[src/rtl/vga_text_writer_pkg.sv]
// ---------------------------------------------------------------------------
// vga_text_writer_pkg
// Shared definitions for the VGA text writer.
// Contents:
//   - Cell geometry (CELL_W x CELL_H pixels) and glyph width (64 bits).
//   - Frame-buffer size and address width.
//   - Writer FSM state enum.
//   - font_glyph(): the font table that the glyph ROM holds.
// ---------------------------------------------------------------------------
package vga_text_writer_pkg;

   localparam int CELL_W   = 8;
   localparam int CELL_H   = 8;
   localparam int GLYPH_W  = CELL_W * CELL_H;   // 64-bit glyph, byte g = pixel line g
   localparam int FB_WORDS = 8192;
   localparam int FB_AW    = 13;

   typedef enum logic [2:0] {
      S_IDLE,
      S_FETCH,
      S_WR0,
      S_WR1,
      S_CLEAR
   } state_e;

   // Font table. Byte g is pixel line g of the cell; bit k is pixel x=k
   // (bit 0 leftmost). NUL and space are blank, 'A' is a drawn glyph, all
   // other codes carry a code-dependent pattern so every code is distinct.
   function automatic logic [GLYPH_W-1:0] font_glyph(input logic [7:0] code);
      logic [GLYPH_W-1:0] g;
      g = '0;
      case (code)
         8'h00, 8'h20: g = '0;
         8'h41:        g = 64'h0033_333F_3333_1E0C;
         default: begin
            for (int i = 0; i < CELL_H; i++) begin
               g[i*CELL_W +: CELL_W] = code ^ 8'(i * 29);
            end
         end
      endcase
      return g;
   endfunction

endpackage

[src/rtl/vga_font_rom.sv]
// ---------------------------------------------------------------------------
// vga_font_rom
// 256-entry glyph ROM with a registered output: the glyph for the address
// presented before a rising edge is valid after that edge (1-cycle latency).
// Ports:
//   clk    in   1   clock
//   addr   in   8   character code
//   glyph  out  64  registered glyph, byte g = pixel line g
// Contents come from the font table function in vga_text_writer_pkg.
// ---------------------------------------------------------------------------
module vga_font_rom
   import vga_text_writer_pkg::*;
(
   input  logic               clk,
   input  logic [7:0]         addr,
   output logic [GLYPH_W-1:0] glyph
);

   logic [GLYPH_W-1:0] glyph_d;
   logic [GLYPH_W-1:0] glyph_q;

   always_comb begin
      glyph_d = font_glyph(addr);
   end

   // NOTE: the ROM read register has no reset, like a block-RAM read port;
   // it only holds data that the FSM consumes after a full fetch cycle.
   always_ff @(posedge clk) begin
      glyph_q <= glyph_d;
   end

   assign glyph = glyph_q;

endmodule

[src/rtl/vga_text_writer.sv]
// ---------------------------------------------------------------------------
// vga_text_writer
// Writes 8x8 text glyphs into a 32-bit-word frame buffer. Each character
// cell occupies two words: pixel lines 0..3 at word (2*row)*COLS+col and
// lines 4..7 at word (2*row+1)*COLS+col. A clear request zeroes all 8192
// frame-buffer words, one per cycle.
//
// Parameters: COLS (text columns, default 80), ROWS (text rows, default 51).
// Ports:
//   CLK_25     in   1   clock, rising edge
//   Reset      in   1   asynchronous, active-high reset
//   CharValid  in   1   character write request
//   CharReady  out  1   request accepted when CharValid & CharReady
//   CharCode   in   8   ASCII code
//   CharCol    in   7   text column
//   CharRow    in   6   text row
//   CharInv    in   1   invert-glyph attribute
//   ClearReq   in   1   clear-screen request (honoured only in IDLE)
//   Busy       out  1   FSM not in IDLE
//   ErrSticky  out  1   an out-of-range request was seen since reset
//   WrData     out  32  frame-buffer write data
//   WrAddress  out  13  frame-buffer word address
//   WrEn       out  1   frame-buffer write strobe
//
// Build option: define TEXT_INVERT_EN to honour CharInv (glyph complemented
// in both written words). Without it CharInv is ignored.
// ---------------------------------------------------------------------------
module vga_text_writer
   import vga_text_writer_pkg::*;
#(
   parameter int COLS = 80,
   parameter int ROWS = 51
) (
   input  logic             CLK_25,
   input  logic             Reset,
   input  logic             CharValid,
   output logic             CharReady,
   input  logic [7:0]       CharCode,
   input  logic [6:0]       CharCol,
   input  logic [5:0]       CharRow,
   input  logic             CharInv,
   input  logic             ClearReq,
   output logic             Busy,
   output logic             ErrSticky,
   output logic [31:0]      WrData,
   output logic [FB_AW-1:0] WrAddress,
   output logic             WrEn
);

   state_e             state_q, state_d;
   logic [7:0]         code_q, code_d;
   logic [6:0]         col_q, col_d;
   logic [5:0]         row_q, row_d;
   logic               err_q, err_d;
   logic [FB_AW-1:0]   clr_addr_q, clr_addr_d;
   logic [GLYPH_W-1:0] glyph;
   logic               in_range;
   logic [13:0]        addr_even;
   logic [13:0]        addr_odd;
   logic               unused_addr_msb;
   logic [31:0]        word_lo;
   logic [31:0]        word_hi;

`ifdef TEXT_INVERT_EN
   logic inv_q, inv_d;
`else
   logic unused_char_inv;
   assign unused_char_inv = CharInv;
`endif

   vga_font_rom u_font_rom (
      .clk   (CLK_25),
      .addr  (code_q),
      .glyph (glyph)
   );

   assign in_range = ({25'd0, CharCol} < 32'(COLS)) && ({26'd0, CharRow} < 32'(ROWS));

   // 14-bit cell addresses; every in-range cell fits in 13 bits.
   assign addr_even       = 14'({row_q, 1'b0}) * 14'(COLS) + 14'(col_q);
   assign addr_odd        = addr_even + 14'(COLS);
   assign unused_addr_msb = addr_even[13] ^ addr_odd[13];

   // ---------------- state register ----------------
   // NOTE: sequential state uses non-blocking assignments so every flop
   // samples pre-edge values regardless of statement order.
   always_ff @(posedge CLK_25 or posedge Reset) begin
      if (Reset) begin
         state_q    <= S_IDLE;
         code_q     <= '0;
         col_q      <= '0;
         row_q      <= '0;
         err_q      <= 1'b0;
         clr_addr_q <= '0;
      end else begin
         state_q    <= state_d;
         code_q     <= code_d;
         col_q      <= col_d;
         row_q      <= row_d;
         err_q      <= err_d;
         clr_addr_q <= clr_addr_d;
      end
   end

`ifdef TEXT_INVERT_EN
   always_ff @(posedge CLK_25 or posedge Reset) begin
      if (Reset) inv_q <= 1'b0;
      else       inv_q <= inv_d;
   end
`endif

   // ---------------- next-state logic ----------------
   // NOTE: every variable gets a default at the top of the block, so no path
   // leaves one unassigned and no latch is inferred.
   always_comb begin
      state_d    = state_q;
      code_d     = code_q;
      col_d      = col_q;
      row_d      = row_q;
      err_d      = err_q;
      clr_addr_d = clr_addr_q;
`ifdef TEXT_INVERT_EN
      inv_d      = inv_q;
`endif
      case (state_q)
         S_IDLE: begin
            if (ClearReq) begin
               // Clear wins over a simultaneous character request.
               state_d    = S_CLEAR;
               clr_addr_d = '0;
            end else if (CharValid) begin
               if (in_range) begin
                  state_d = S_FETCH;
                  code_d  = CharCode;
                  col_d   = CharCol;
                  row_d   = CharRow;
`ifdef TEXT_INVERT_EN
                  inv_d   = CharInv;
`endif
               end else begin
                  // Accepted but dropped: flag it and stay ready.
                  err_d = 1'b1;
               end
            end
         end
         S_FETCH: state_d = S_WR0;
         S_WR0:   state_d = S_WR1;
         S_WR1:   state_d = S_IDLE;
         S_CLEAR: begin
            clr_addr_d = clr_addr_q + 1'b1;
            if (clr_addr_q == FB_AW'(FB_WORDS - 1)) state_d = S_IDLE;
         end
         default: state_d = S_IDLE;
      endcase
   end

   // ---------------- outputs ----------------
   // Decoded from state so an asynchronous reset drops WrEn at once.
   always_comb begin
`ifdef TEXT_INVERT_EN
      word_lo = inv_q ? ~glyph[31:0]  : glyph[31:0];
      word_hi = inv_q ? ~glyph[63:32] : glyph[63:32];
`else
      word_lo = glyph[31:0];
      word_hi = glyph[63:32];
`endif
      WrEn      = 1'b0;
      WrAddress = '0;
      WrData    = '0;
      case (state_q)
         S_WR0: begin
            WrEn      = 1'b1;
            WrAddress = addr_even[FB_AW-1:0];
            WrData    = word_lo;
         end
         S_WR1: begin
            WrEn      = 1'b1;
            WrAddress = addr_odd[FB_AW-1:0];
            WrData    = word_hi;
         end
         S_CLEAR: begin
            WrEn      = 1'b1;
            WrAddress = clr_addr_q;
            WrData    = '0;
         end
         default: ;
      endcase
   end

   assign CharReady = (state_q == S_IDLE) && !ClearReq && !Reset;
   assign Busy      = (state_q != S_IDLE);
   assign ErrSticky = err_q;

endmodule
[config.mk]
export PLATFORM = sky130hd
export DESIGN_NAME = vga_text_writer
export DESIGN_NICKNAME = d
export VERILOG_FILES = /design/src/rtl/vga_text_writer_pkg.sv /design/src/rtl/vga_font_rom.sv /design/src/rtl/vga_text_writer.sv
export SDC_FILE = /design/constraint.sdc
export NUM_CORES = 1
export LEC_CHECK = 0
export CORE_AREA = 2 2 134 136
export CTS_BUF_LIST = sky130_fd_sc_hd__clkbuf_8
export CTS_CLUSTER_DIAMETER = 80
export CTS_CLUSTER_SIZE = 30
export DETAILED_ROUTE_END_ITERATION = 8
export DIE_AREA = 0 0 136 138
export GPL_TIMING_DRIVEN = 0
export PLACE_DENSITY_LB_ADDON = 0.12
export SLEW_MARGIN = 20
export SYNTH_ARGS = -nofsm -noshare
export SYNTH_HDL_FRONTEND = slang
export SYNTH_HIERARCHICAL = 1
export SYNTH_SLANG_ARGS = --single-unit
[constraint.sdc]
create_clock -name CLK_25 -period 6.3 [get_ports CLK_25]
set_clock_uncertainty 0.15 [all_clocks]
set_input_delay 0.945 -clock CLK_25 [delete_from_list [all_inputs] [get_ports CLK_25]]
set_output_delay 0.945 -clock CLK_25 [all_outputs]
set_load 0.05 [all_outputs]
==> reports/metrics.yaml <==
postSynth.asyncResetShare: 0.5938
power_switching_share: 0.4000
internal_power_mw: 1.383
slew_viol_final: 0
worstSetupPathType: "flip-flop to output pin"
outcome: "finished clean"
drtIter0Drc: 114
drv_cap: 0
grt_first_pass_wirelength_mm: 16.38
design.portCount: 75
rows: 49
seq_area_um2: 1471
arrival_ns: 3.72
cts-htree-levels: 3
worstSkewPairLatency_ns: 0.36
hold_start: "ErrSticky$_DFFE_PP0P_"
yosysUniqueCellTypes: 57
nNetsFinal: 537
place.gp.congestion: 0.7576
p_comb_frac: 0.523
die_x_um: 136
root_buffer: "clkbuf_8"
cts_hold_buf: 0
final_common_cell: "clkdlybuf4s50_1"
grt_usage: 0.1143
cts_resized: 0
start_util: 0.2234
avgSynthCellArea_um2: 9.532
drive_above_1_share: 0.2096
antenna_found_initial: 0
p_leak_nw: 2.029
cts_setup_buffers: 0
diodes: 0
worst_slack_ns: 1.481
fillers: 1890
clockPowerShare: 0.153
drt-pass1-iter-count: 4
cts_buffers: 9
path_clk_slew_ns: 0.08
worstPathMaxFanout: 4
io_buffers: 73
yosysSeqAreaShare: 0.3756
yosys_register_bits: 64
fin_crit_sh: 0.7649
end_kind: "output pin"
syn_to_final_growth_pct: 31.33
worstPathRequired_ns: 5.20
grt_pass1_vias: 3032
drc_errors: 0
tns_ns: 0
holdCritPathClass: "flip-flop to flip-flop"
slew_headroom: 0.4498
yosysTopAreaCellShare: 0.2427
start_kind: "flip-flop"
dp_hpwl_mm: 8.043
setup_violations: 0
die_y_um: 138
max_freq_mhz: 207.5
hold_viol_final: 0
ir_drop_mv: 0.1345
vias: 3067
power-per-cell-area_nw_per_um2: 448.0
core_area_um2: 17530
detail_route.vias_per_cell: 4.201
most-common-layout-cells: "73 x clkdlybuf4s50_1, 52 x nor2_1, 40 x buf_4, 38 x dfrtp_1, 33 x mux2i_1"
seq_power_share: 0.325
rsz0062_at_grt: "no"
cts.sinks: 64
clock_path_buffers: 2
wl_mm: 10.09
post_drt_wl_per_cell_um: 13.83
mappedNetlistNets: 452
ant_nets: 0
multi_input_area_um2: 2023
pre_cts_slack_ns: 1.806
syn_area_um2: 3918
synth-main-ff-cell: "dfrtp_1"
synth_edf_count: 0
crit_start: "row_q[1]$_DFFE_PP0P_"
dieArea_um2: 18770
worstMarginPinSlew_ns: 0.8166
synth_area_leader_cell: "dfrtp_1"
syn_inst: 411
synth_area_leaders: "dfrtp_1 24%, dfxtp_1 13%, mux2i_1 8.4%, buf_4 7.7%, mux2_2 5.7%"
grt_max_degree: 24
period_needed_ns: 4.819
r2r_start: "state_q[1]$_DFFE_PP0P_"
p_sw_uw: 921.9
grt_overflow: 0
yosysWarnings: 6
cts_tree: "done"
==> final timing paths <==
path                                             end  slack (ns)  cells after the start
min in group asynchronous  clr_addr_q[4]$_DFFE_PP0P_        0.78                      2
min                            ErrSticky$_DFFE_PP0P_        0.34                      1
max                                    WrAddress[12]        1.48                     10
max reg2reg                     row_q[0]$_DFFE_PP0P_        4.29                      6
min reg2reg                    ErrSticky$_DFFE_PP0P_        0.34                      1
max in group asynchronous       row_q[2]$_DFFE_PP0P_        4.76                      3
==> synthesized netlist by cell type (4+ instances only) <==
| library cell | count |
|---|---|
| mux2_2 | 20 |
| nor2_1 | 52 |
| mux2_1 | 4 |
| buf_2 | 8 |
| a22o_1 | 4 |
| nand3_1 | 13 |
| ha_1 | 13 |
| o21ai_0 | 22 |
| dfxtp_1 | 26 |
| clkbuf_1 | 13 |
| nor3_1 | 5 |
| nand2b_1 | 8 |
| mux2i_1 | 33 |
| and3_1 | 4 |
| buf_4 | 40 |
| o22ai_1 | 4 |
| nand2_1 | 24 |
| a21oi_1 | 11 |
| dfrtp_1 | 38 |
| xnor2_1 | 5 |
| nand4_1 | 5 |
==> sequential cells by signal, summed over array words and instances (netlist names) <==
| name | flops |
|---|---|
| u_font_rom/glyph | 26 |
| clr_addr_q | 13 |
| code_q | 8 |
| col_q | 7 |
| row_q | 6 |
| state_q | 3 |
| ErrSticky | 1 |
==> power groups by stage <==
stage / combinational (mW) / sequential, mW / clock (mW)
6_report: 1.20 / 0.748 / 0.352
3_3_place_gp: 1.20 / 0.759 / 0
5_1_grt: 1.33 / 0.781 / 0.389
2_1_floorplan: 0.986 / 0.711 / 0
3_5_place_dp: 1.22 / 0.761 / 0
4_1_cts: 1.22 / 0.753 / 0.371
==> cell type report <==
cell class                      count  share of cell area
Multi-Input combinational cell    281              0.3932
Sequential cell                    64              0.2860
Timing Repair Buffer               74              0.1459
Buffer                             63             0.08001
Tap cell                          229             0.05569
Clock buffer                       10             0.02675
Clock inverter                      6             0.01021
Inverter                            3            0.002189
==> metrics by stage <==
stage	utilization	hold slack, ns	power, mW	instance area, µm²	std cells
floorplan	-	0.2901	1.697	3918	411
global placement	0.2814	0.3195	1.960	4935	713
detailed placement	0.2826	0.3081	1.976	4955	714
CTS	0.2934	0.3405	2.347	5145	730
global route	0.2934	0.3536	2.501	5145	730
finish	0.2934	0.3365	2.305	5145	730
==> logic make-up (layout without fill, tap and decap cells) <==
group,after synthesis,count (layout),synth area share
flops,64,64,0.3756
buf+inv,66,156,0.1080
xor+xnor,11,11,0.03801
simple gates,136,136,0.1750
fa+ha+maj,15,15,0.05174
compound gates,62,62,0.09837
mux,57,57,0.1533
==> critical path: stages, from the launching register on <==
cell and delay (ns):
dfrtp_1 0.44, ha_1 0.34, ha_1 0.22, fa_1 0.58, nand3_2 0.14, nor3_1 0.20
o21ai_1 0.10, xnor2_1 0.16, a211o_1 0.28, nand3_1 0.08, clkdlybuf4s50_1 0.82
==> routing by layer <==
layer / routed length [µm] / track usage / part of all wire
met1: 4829 / 0.1532 / 0.48
met2: 4733 / 0.1793 / 0.47
met3: 290 / 0.01870 / 0.029
met4: 241 / 0.05263 / 0.024
met5: 0 / 0 / 0
No activity file was read; power rests on OpenSTA's default activity.
